## config.mk

```make
export PLATFORM = sky130hd
export DESIGN_NAME = instr_inject_queue
export DESIGN_NICKNAME = d
export VERILOG_FILES = /design/src/rtl/instr_inject_pkg.sv /design/src/rtl/instr_fifo.sv /design/src/rtl/instr_inject_queue.sv
export SDC_FILE = /design/constraint.sdc
export NUM_CORES = 1
export LEC_CHECK = 0
export CORE_AREA = 2 2 173 175
export DETAILED_ROUTE_END_ITERATION = 16
export DIE_AREA = 0 0 175 177
export DONT_BUFFER_PORTS = 1
export PLACE_DENSITY = 0.69
export SLEW_MARGIN = 20
export SYNTH_ARGS = -nofsm -noshare
export SYNTH_HDL_FRONTEND = slang
export SYNTH_SLANG_ARGS = --single-unit
```

## constraint.sdc

```tcl
create_clock -name clk -period 9 [get_ports clk]
set_input_delay 1.8 -clock clk [delete_from_list [all_inputs] [get_ports clk]]
set_output_delay 1.8 -clock clk [all_outputs]
set_load 0.01 [all_outputs]
```

## src/rtl/instr_inject_pkg.sv

```systemverilog
// Shared types and constants for the instruction-injection front end.
// Saturating counter helper lives here so every counter uses the same rule.
package instr_inject_pkg;

  typedef enum logic [1:0] {
    IDLE    = 2'd0,
    RUN     = 2'd1,
    HALTED  = 2'd2,
    TIMEOUT = 2'd3
  } state_t;

  localparam logic [3:0]  HLT_OPC     = 4'hF;
  localparam int          CNT_W       = 16;
  localparam logic [15:0] NOP_DEFAULT = 16'h0000;

  function automatic logic [CNT_W-1:0] sat_inc(input logic [CNT_W-1:0] v);
    logic [CNT_W-1:0] r;
    if (v == {CNT_W{1'b1}}) begin
      r = v;
    end else begin
      r = v + CNT_W'(1);
    end
    return r;
  endfunction

endpackage

```

## src/rtl/instr_fifo.sv

```systemverilog
// Synchronous show-ahead FIFO: dout always presents the head entry.
// A push while full is accepted only when a pop frees a slot in the same cycle.
module instr_fifo
  import instr_inject_pkg::*;
#(
  parameter int W     = 16,
  parameter int DEPTH = 16
) (
  input  logic                   clk,
  input  logic                   rst,
  input  logic                   push,
  input  logic                   pop,
  input  logic [W-1:0]           din,
  output logic [W-1:0]           dout,
  output logic [$clog2(DEPTH):0] count,
  output logic                   full,
  output logic                   empty
);

  localparam int              AW       = $clog2(DEPTH);
  localparam logic [AW:0]     FULL_CNT = (AW+1)'(DEPTH);
  localparam logic [AW:0]     CNT_ONE  = (AW+1)'(1);
  localparam logic [AW-1:0]   PTR_ONE  = AW'(1);

  logic [W-1:0]  mem_q [DEPTH];
  logic [AW-1:0] wr_ptr_q, wr_ptr_d;
  logic [AW-1:0] rd_ptr_q, rd_ptr_d;
  logic [AW:0]   count_q, count_d;
  logic          push_ok_s, pop_ok_s;

  assign full  = (count_q == FULL_CNT);
  assign empty = (count_q == '0);
  assign count = count_q;
  assign dout  = mem_q[rd_ptr_q];

  // Next pointers and occupancy; pointers wrap naturally since DEPTH is a power of 2.
  always_comb begin
    pop_ok_s  = pop && !empty;
    push_ok_s = push && (!full || pop_ok_s);
    if (push_ok_s) begin
      wr_ptr_d = wr_ptr_q + PTR_ONE;
    end else begin
      wr_ptr_d = wr_ptr_q;
    end
    if (pop_ok_s) begin
      rd_ptr_d = rd_ptr_q + PTR_ONE;
    end else begin
      rd_ptr_d = rd_ptr_q;
    end
    case ({push_ok_s, pop_ok_s})
      2'b10:   count_d = count_q + CNT_ONE;
      2'b01:   count_d = count_q - CNT_ONE;
      default: count_d = count_q;
    endcase
  end

  // Pointer and occupancy registers.
  always_ff @(posedge clk or posedge rst) begin
    if (rst) begin
      wr_ptr_q <= '0;
      rd_ptr_q <= '0;
      count_q  <= '0;
    end else begin
      wr_ptr_q <= wr_ptr_d;
      rd_ptr_q <= rd_ptr_d;
      count_q  <= count_d;
    end
  end

  // Storage array; contents are don't-care until written, so no reset.
  always_ff @(posedge clk) begin
    if (push_ok_s) begin
      mem_q[wr_ptr_q] <= din;
    end
  end

endmodule

```

## src/rtl/instr_inject_queue.sv

```systemverilog
// Instruction-injection front end: queues host-written words and feeds the cpu
// one per cycle, filling underruns with NOPs, stopping on hlt or watchdog expiry.
module instr_inject_queue
  import instr_inject_pkg::*;
#(
  parameter int                  INSTR_W    = 16,
  parameter int                  PC_W       = 16,
  parameter int                  DEPTH      = 16,
  parameter int                  MAX_CYCLES = 100000,
  parameter logic [INSTR_W-1:0]  NOP_INSTR  = NOP_DEFAULT
) (
  input  logic                   clk,
  input  logic                   rst,
  input  logic                   wr_en,
  input  logic [INSTR_W-1:0]     wr_instr,
  input  logic                   start,
  input  logic [PC_W-1:0]        cpu_pc,
  input  logic                   cpu_hlt,
  output logic [INSTR_W-1:0]     cpu_instr,
  output logic                   cpu_mode,
  output logic                   issue,
  output logic                   full,
  output logic [$clog2(DEPTH):0] count,
  output logic                   done,
  output logic                   timeout,
  output logic                   overflow,
  output logic [CNT_W-1:0]       underrun_cnt,
  output logic [CNT_W-1:0]       issued_cnt,
  output logic [PC_W-1:0]        last_pc
);

  localparam int              WD_W    = (MAX_CYCLES > 2) ? $clog2(MAX_CYCLES) : 1;
  localparam logic [WD_W-1:0] WD_LAST = WD_W'(MAX_CYCLES - 1);
  localparam logic [WD_W-1:0] WD_ONE  = WD_W'(1);

  state_t               state_q, state_d;
  logic [WD_W-1:0]      cyc_q, cyc_d;
  logic [INSTR_W-1:0]   cpu_instr_q, cpu_instr_d;
  logic                 cpu_mode_q, cpu_mode_d;
  logic                 issue_q, issue_d;
  logic                 done_q, done_d;
  logic                 timeout_q, timeout_d;
  logic                 overflow_q, overflow_d;
  logic [CNT_W-1:0]     underrun_q, underrun_d;
  logic [CNT_W-1:0]     issued_q, issued_d;
  logic [PC_W-1:0]      last_pc_q, last_pc_d;

  logic [INSTR_W-1:0]   fifo_head_s;
  logic                 fifo_full_s, fifo_empty_s, fifo_pop_s, wd_expire_s;

  instr_fifo #(
    .W     (INSTR_W),
    .DEPTH (DEPTH)
  ) u_fifo (
    .clk   (clk),
    .rst   (rst),
    .push  (wr_en),
    .pop   (fifo_pop_s),
    .din   (wr_instr),
    .dout  (fifo_head_s),
    .count (count),
    .full  (fifo_full_s),
    .empty (fifo_empty_s)
  );

  // hlt and watchdog expiry both suppress the pop of that cycle.
  assign wd_expire_s = (cyc_q == WD_LAST);
  assign fifo_pop_s  = (state_q == RUN) && !cpu_hlt && !wd_expire_s && !fifo_empty_s;

  // FSM next-state, issue path, watchdog and statistics.
  always_comb begin
    state_d     = state_q;
    cyc_d       = cyc_q;
    cpu_instr_d = NOP_INSTR;
    cpu_mode_d  = 1'b0;
    issue_d     = 1'b0;
    done_d      = done_q;
    timeout_d   = timeout_q;
    underrun_d  = underrun_q;
    issued_d    = issued_q;
    last_pc_d   = last_pc_q;
    overflow_d  = overflow_q | (wr_en & fifo_full_s & ~fifo_pop_s);

    case (state_q)
      IDLE: begin
        if (start) begin
          state_d    = RUN;
          cpu_mode_d = 1'b1;
          cyc_d      = '0;
        end else begin
          state_d    = IDLE;
        end
      end
      RUN: begin
        if (cpu_hlt) begin
          state_d   = HALTED;
          last_pc_d = cpu_pc;
          done_d    = 1'b1;
        end else if (wd_expire_s) begin
          state_d   = TIMEOUT;
          timeout_d = 1'b1;
        end else if (!fifo_empty_s) begin
          cpu_mode_d  = 1'b1;
          cpu_instr_d = fifo_head_s;
          issue_d     = 1'b1;
          issued_d    = sat_inc(issued_q);
          cyc_d       = cyc_q + WD_ONE;
        end else begin
          cpu_mode_d  = 1'b1;
          underrun_d  = sat_inc(underrun_q);
          cyc_d       = cyc_q + WD_ONE;
        end
      end
      HALTED:  state_d = HALTED;
      TIMEOUT: state_d = TIMEOUT;
      default: state_d = IDLE;
    endcase
  end

  // All state and outputs are registered here.
  always_ff @(posedge clk or posedge rst) begin
    if (rst) begin
      state_q     <= IDLE;
      cyc_q       <= '0;
      cpu_instr_q <= NOP_INSTR;
      cpu_mode_q  <= 1'b0;
      issue_q     <= 1'b0;
      done_q      <= 1'b0;
      timeout_q   <= 1'b0;
      overflow_q  <= 1'b0;
      underrun_q  <= '0;
      issued_q    <= '0;
      last_pc_q   <= '0;
    end else begin
      state_q     <= state_d;
      cyc_q       <= cyc_d;
      cpu_instr_q <= cpu_instr_d;
      cpu_mode_q  <= cpu_mode_d;
      issue_q     <= issue_d;
      done_q      <= done_d;
      timeout_q   <= timeout_d;
      overflow_q  <= overflow_d;
      underrun_q  <= underrun_d;
      issued_q    <= issued_d;
      last_pc_q   <= last_pc_d;
    end
  end

  assign cpu_instr    = cpu_instr_q;
  assign cpu_mode     = cpu_mode_q;
  assign issue        = issue_q;
  assign full         = fifo_full_s;
  assign done         = done_q;
  assign timeout      = timeout_q;
  assign overflow     = overflow_q;
  assign underrun_cnt = underrun_q;
  assign issued_cnt   = issued_q;
  assign last_pc      = last_pc_q;

endmodule

```

# ---- After elaboration in Yosys (flattened, before gate mapping)
# Memory sizes are Yosys's and may differ from the RTL's.
# Index checks and enable logic that the tools add are counted.
dict set report op_classes {
  n_reduce_logical 19
  eq_ne 13
  n_bitwise 9
  shifts 0
  div_mod_pow 0
  addsub 7
  muxes 23
  n_lt_le_gt_ge 0
  n_mul 0
}
# op n
set ops {}
lappend ops {{$mux 16} 4}
lappend ops {{$mux 17} 3}
lappend ops {{$pmux 17 s2} 1}
lappend ops {{$add 16x1->16 const B} 2}
lappend ops {{$eq 16x16->1 const B} 2}
lappend ops {{$add 17x1->17 const B} 1}
lappend ops {{$eq 17x17->1 const B} 1}
lappend ops {{$mux 1} 10}
lappend ops {{$pmux 5 s2} 1}
lappend ops {{$reduce_and 5->1} 2}
lappend ops {{$add 4x1->4 const B} 2}
lappend ops {{$pmux 2 s4} 1}
lappend ops {{$eq 2x2->1 const B} 3}
lappend ops {{$ne 2x2->1 const B} 3}
lappend ops {{$not 1->1} 6}
lappend ops {{$add 5x1->5 const B} 1}
lappend ops {{$eq 5x5->1 const B} 1}
lappend ops {{$logic_and 1x1->1} 5}
lappend ops {{$logic_not 5->1} 1}
lappend ops {{$sub 5x1->5 const B} 1}
lappend ops {{$eq 2x1->1 const B} 2}
lappend ops {{$logic_not 1->1} 4}
lappend ops {{$mux 2} 2}
lappend ops {{$reduce_and 4->1} 1}
lappend ops {{other kinds (9)} 11}
dict set report totals {
  latch_bits 0
  ramBits 256
  reg_bits 101
  n_memories 1
  rom_bits 0
}
# name words word_bits rd rd_clocked_by_memory_dff write_ports line
set mem_list {}
lappend mem_list {u_fifo.mem_q 16 16 1 0 1 instr_fifo.sv:25} ;# logic [W-1:0] mem_q [DEPTH];

# ---- Longest topological paths before layout
dict set report logic_depth {
  depth_word 9
  depth_mapped 13
  mapped_depth_nobuf 11
}

# ---- Cells and area by module
# Synthesis repeated with hierarchy kept, for this count alone.
dict set report hier_totals {
  hier_cells 835
  area_unflattened_um2 14356.3
}
# module seq_area_each_um2 area_each_um2 instances cells_per_inst
set by_module_without_submodules {}
lappend by_module_without_submodules {instr_fifo 8012.7 10522.6 1 492}
lappend by_module_without_submodules {instr_inject_queue 2202.1 3833.7 1 343}

# ---- Least setup slack after synthesis
# OpenSTA, ideal clock, no wires.
dict set report synth_path {
  path_type {in2reg}
  startpoint {in cpu_hlt}
  endpoint {reg u_fifo.count_q[4] (netlist: u_fifo.count[4])}
  required_time_ps 8909
  setup_slack_ps 4479
  path_stages 12
  t_arrival_ps 4431
  path_buffers 2
  path_cell_list {or3b_1 -> clkbuf_1 -> a21oi_2 -> nand2_4 -> buf_4 -> nor2_1 -> ha_1 -> a21o_1 -> a21o_1 -> or3_1 -> o32a_1 -> o221ai_1}
}
dict set report synth_between {
  elab_chain_len 9
}
# item line
set synth_lines {}
lappend synth_lines {{from (decl)} instr_inject_queue.sv:18} ;# input logic cpu_hlt,
lappend synth_lines {{$logic_not 1->1 *} instr_inject_queue.sv:68} ;# assign fifo_pop_s = (state_q == RUN) && !cpu_hlt && !wd_expire_s && !fifo_empty_s;
lappend synth_lines {{$logic_and 1x1->1 * (3 in series)} instr_inject_queue.sv:68}
lappend synth_lines {{$logic_and 1x1->1 *} instr_fifo.sv:38} ;# pop_ok_s = pop && !empty;
lappend synth_lines {{$logic_or 1x1->1} instr_fifo.sv:39} ;# push_ok_s = push && (!full || pop_ok_s);
lappend synth_lines {{$logic_and 1x1->1} instr_fifo.sv:39}
lappend synth_lines {{$eq 2x1->1 / $eq 2x2->1 (equally long branches)} instr_fifo.sv:50} ;# case ({push_ok_s, pop_ok_s})
lappend synth_lines {{$pmux 5 s2 / $reduce_bool 2->1 (equally long branches)} n/a}
lappend synth_lines {{to (signal assigned)} instr_fifo.sv:66} ;# count_q <= count_d;
lappend synth_lines {{to (decl)} instr_fifo.sv:28} ;# logic [AW:0] count_q, count_d;
# Mark *: on every way between the ends. The rest lies on a longest branch, timed or not.
# A chain may end at the register's enable or synchronous reset.

# ---- Worst setup path after layout
# Ends and elaborated chain as after synthesis.

==> qor.txt <==
outcome = finished clean
Filler cells = 2205
I/O pin count = 112
clk_lat worst skew = 0.53 ns
Hold WS = 0.542 ns
DRC violation total after the first TritonRoute iteration = 594
Inserted Clock Buffers = 36
Clk pwr share = 0.393
syn nets = 832
switch share = 0.228
root buf cell = clkbuf_16
Setup CP Type = input port to flip-flop
first-pass GRT wire length = 43800 µm
Post-synth ARST share = 0.283
All-Layer GR Usage = 0.185
cell taking the most area after synthesis = edfxtp_1
worst r2r dst = u_fifo.count[4]
clock buffer depth = 3
Post-Route WL = 28200 µm
cts repair resizes = 0
Starting Density = 0.493
internal power = 2860 µW
CP Launch Type = input port
RSZ-0062 raised after global routing = false
skew final = 0.0243 ns
CTS tree = done
switching pwr = 842 µW
diode count = 0
area of the die = 0.0310 mm²
Primary FF master, synth = edfxtp_1
CP required = 9.43 ns
critical path arrival = 5.26 ns
Placer Congestion = 0.859
IO Port Bufs = 0
Syn. warnings = 0
Reg2Reg Setup Slack = 4.90 ns
hold wc startpoint = timeout
Tmin final = 4.83 ns
Synth area leaders = edfxtp_1 53%, dfrtp_1 18%, mux4_2 13%, xor2_1 2.2%, and3_1 1.7%
Hold Path Class = flip-flop to flip-flop
Synth Cell Area = 0.0144 mm²
DR DRC count = 0
final-report max-slew violation count = 0
Post-CTS Setup Bufs = 0
# hold bufs at CTS = 0
placed cell count = 1149
Synth Area per Inst = 18.4 µm²
Final Hold Fails = 0
Worst slew margin = 0.290
via count of the first global-routing pass = 7557
core area = 0.0292 mm²
Synth Instances = 783
non-filler cells in the finished layout = 1214
Post-synth EDFFs = 256
Reg power frac = 0.535
combinational group share of total power = 0.072
Sink Count = 357
Seq/Total Area, Yosys = 0.709
Die H = 177 µm
vias = 7256
area post-placement = 0.0148 mm²
worst-case vdd ir drop = 0.000182 V
Nets = 846
setup TNS = 0 ns
Layout Area Growth over Synthesis = 10.9%
H-tree Lvls = 2
finished layout cell area = 0.0160 mm²
reg2reg path depth = 10
CP endpoint kind = flip-flop
Yosys reg bits = 357
routed len/inst = 23.2 µm
CP endpoint = u_fifo.count[4]
final period utilization = 0.537
Clock transition at path regs = 0.06 ns
initial antenna violation count = 0
Via density = 5.98
P per Cell Area = 231 mW/mm²
Leak Pwr = 0.00580 µW
# setup viols final = 0
DP Wirelength = 17000 µm
gr ovfl total = 0
Peak Freq = 0.207 GHz
max-capacitance violation count = 0
CP Max Fanout = 17
Crit. Startpoint = cpu_hlt
antenna-violating nets left = 0
FF-to-FF Start = state_q[0]
worst-margin pin slew = 1.07 ns
# rows = 63
Pre-Repair DR Iteration Count = 7
post-synth cell types = 57
die width = 175 µm
largest net degree at the start of global routing = 67
top cell type's share of synthesized area = 0.534
share of cells above drive strength 1 = 0.216
area by class of cell:
type	count	area (µm²)	area share
flip-flops and latches	357	10200	0.640
clock buffers	51	1010	0.0630
multi-input cells	388	4030	0.252
inverters	8	32.5	0.00204
well taps	390	488	0.0305
clock inverters	14	158	0.00987
repair buffers	6	45.0	0.00282
per-layer routing:
layer	track usage	share of wire	vias up	wire (µm)
met5	0	0	-	0
met4	0.0531	0.021	0	599
met3	0.0380	0.061	47	1730
met2	0.319	0.51	261	14200
met1	0.241	0.41	3811	11600
li1	-	-	3137	-
sequential cells by signal (all words and copies together) (netlist names):
register	flops
u_fifo.mem_q	256
u_fifo.rd_ptr_q	4
state_q	2
u_fifo.count	5
done	1
u_fifo.wr_ptr_q	4
cpu_mode	1
overflow	1
last_pc	16
issue	1
cyc_q	17
underrun_cnt	16
timeout	1
cpu_instr	16
issued_cnt	16
synthesized netlist by cell type (2+ instances only):
| cell type | count |
|---|---|
| nor3_1 | 19 |
| mux4_2 | 80 |
| o221ai_1 | 3 |
| nand3_1 | 18 |
| a22o_1 | 3 |
| nor4_1 | 8 |
| nand4_1 | 19 |
| and2_1 | 3 |
| clkbuf_1 | 18 |
| dfrtp_1 | 101 |
| edfxtp_1 | 256 |
| inv_1 | 7 |
| mux2_2 | 20 |
| or4_1 | 2 |
| xor2_1 | 37 |
| nor4b_1 | 3 |
| nor3b_1 | 3 |
| nand4b_1 | 3 |
| a21oi_1 | 2 |
| ha_1 | 11 |
| buf_1 | 5 |
| nor2b_1 | 3 |
| nand2b_1 | 2 |
| nand2_1 | 22 |
| xnor2_1 | 18 |
| and3_1 | 38 |
| and4_1 | 6 |
| nor2_1 | 30 |
| o21ai_0 | 4 |
| a21o_1 | 5 |
| a21oi_2 | 3 |
| buf_2 | 5 |
| nand4_2 | 2 |
kinds of logic (layout without fill, tap and decap cells):
logic type	after synthesis	in the layout	share of synthesized area
buf+inv	38	79	0.0111
compound gates	29	29	0.0163
fa+ha+maj	12	12	0.0109
flops	357	357	0.709
simple gates	190	190	0.0769
mux	102	102	0.142
xor+xnor	55	55	0.0334
placed cells by master (no fill, tap or decap), types with 3 or more instances in the layout:
cell and n:
a21o_1 5, ha_1 11, a21oi_2 3, xor2_1 37
inv_1 6, mux2_2 20, nor3b_1 3, nor2_1 30
o21ai_0 4, nor3_1 19, a22o_1 3, and4_1 6
nand3_1 18, and2_1 3, clkbuf_16 36, nand4b_1 3
o221ai_1 3, nand2_1 22, clkbuf_8 5, edfxtp_1 256
clkinvlp_4 3, dfrtp_1 99, xnor2_1 18, nor4_1 8
clkinv_2 6, nor4b_1 3, nand4_1 19, buf_4 6
clkbuf_1 10, nor2b_1 3, mux4_2 80, and3_1 38
stage by stage:
stage / setup WS [ns] / total power (µW) / util
floorplan: 4.48 / 2180 / -
global placement: 3.81 / 2260 / 0.507
detailed placement: 3.68 / 2280 / 0.507
CTS: 4.22 / 3740 / 0.546
global route: 3.88 / 3830 / 0.546
finish: 4.17 / 3700 / 0.546
worst max-delay path: stages:
cell and delay (ns):
or3b_1 0.51, a21oi_2 0.82, nand2_4 0.29, nor2_1 0.35, ha_1 0.33, a21o_1 0.17, a21o_1 0.18, or3_1 0.34
o32a_1 0.30, o221ai_1 0.16
power groups by stage:
| stage | Combinational [µW] | Sequential, µW | Clock, µW |
|---|---|---|---|
| after floorplan | 192 | 1980 | 0 |
| after global placement | 254 | 2000 | 0 |
| after detailed placement | 266 | 2010 | 0 |
| after CTS | 267 | 1980 | 1490 |
| after global routing | 289 | 1990 | 1550 |
| final | 265 | 1980 | 1450 |
worst min path at each step:
stage	to	depth (start not counted)	slack, ns
2_1_floorplan	u_fifo.wr_ptr_q[3]	1	0.49
3_3_place_gp	timeout	1	0.52
3_5_place_dp	timeout	1	0.52
4_1_cts	timeout	1	0.54
5_1_grt	timeout	1	0.56
6_report	timeout	1	0.54
No activity file was read; power rests on OpenSTA's default activity.
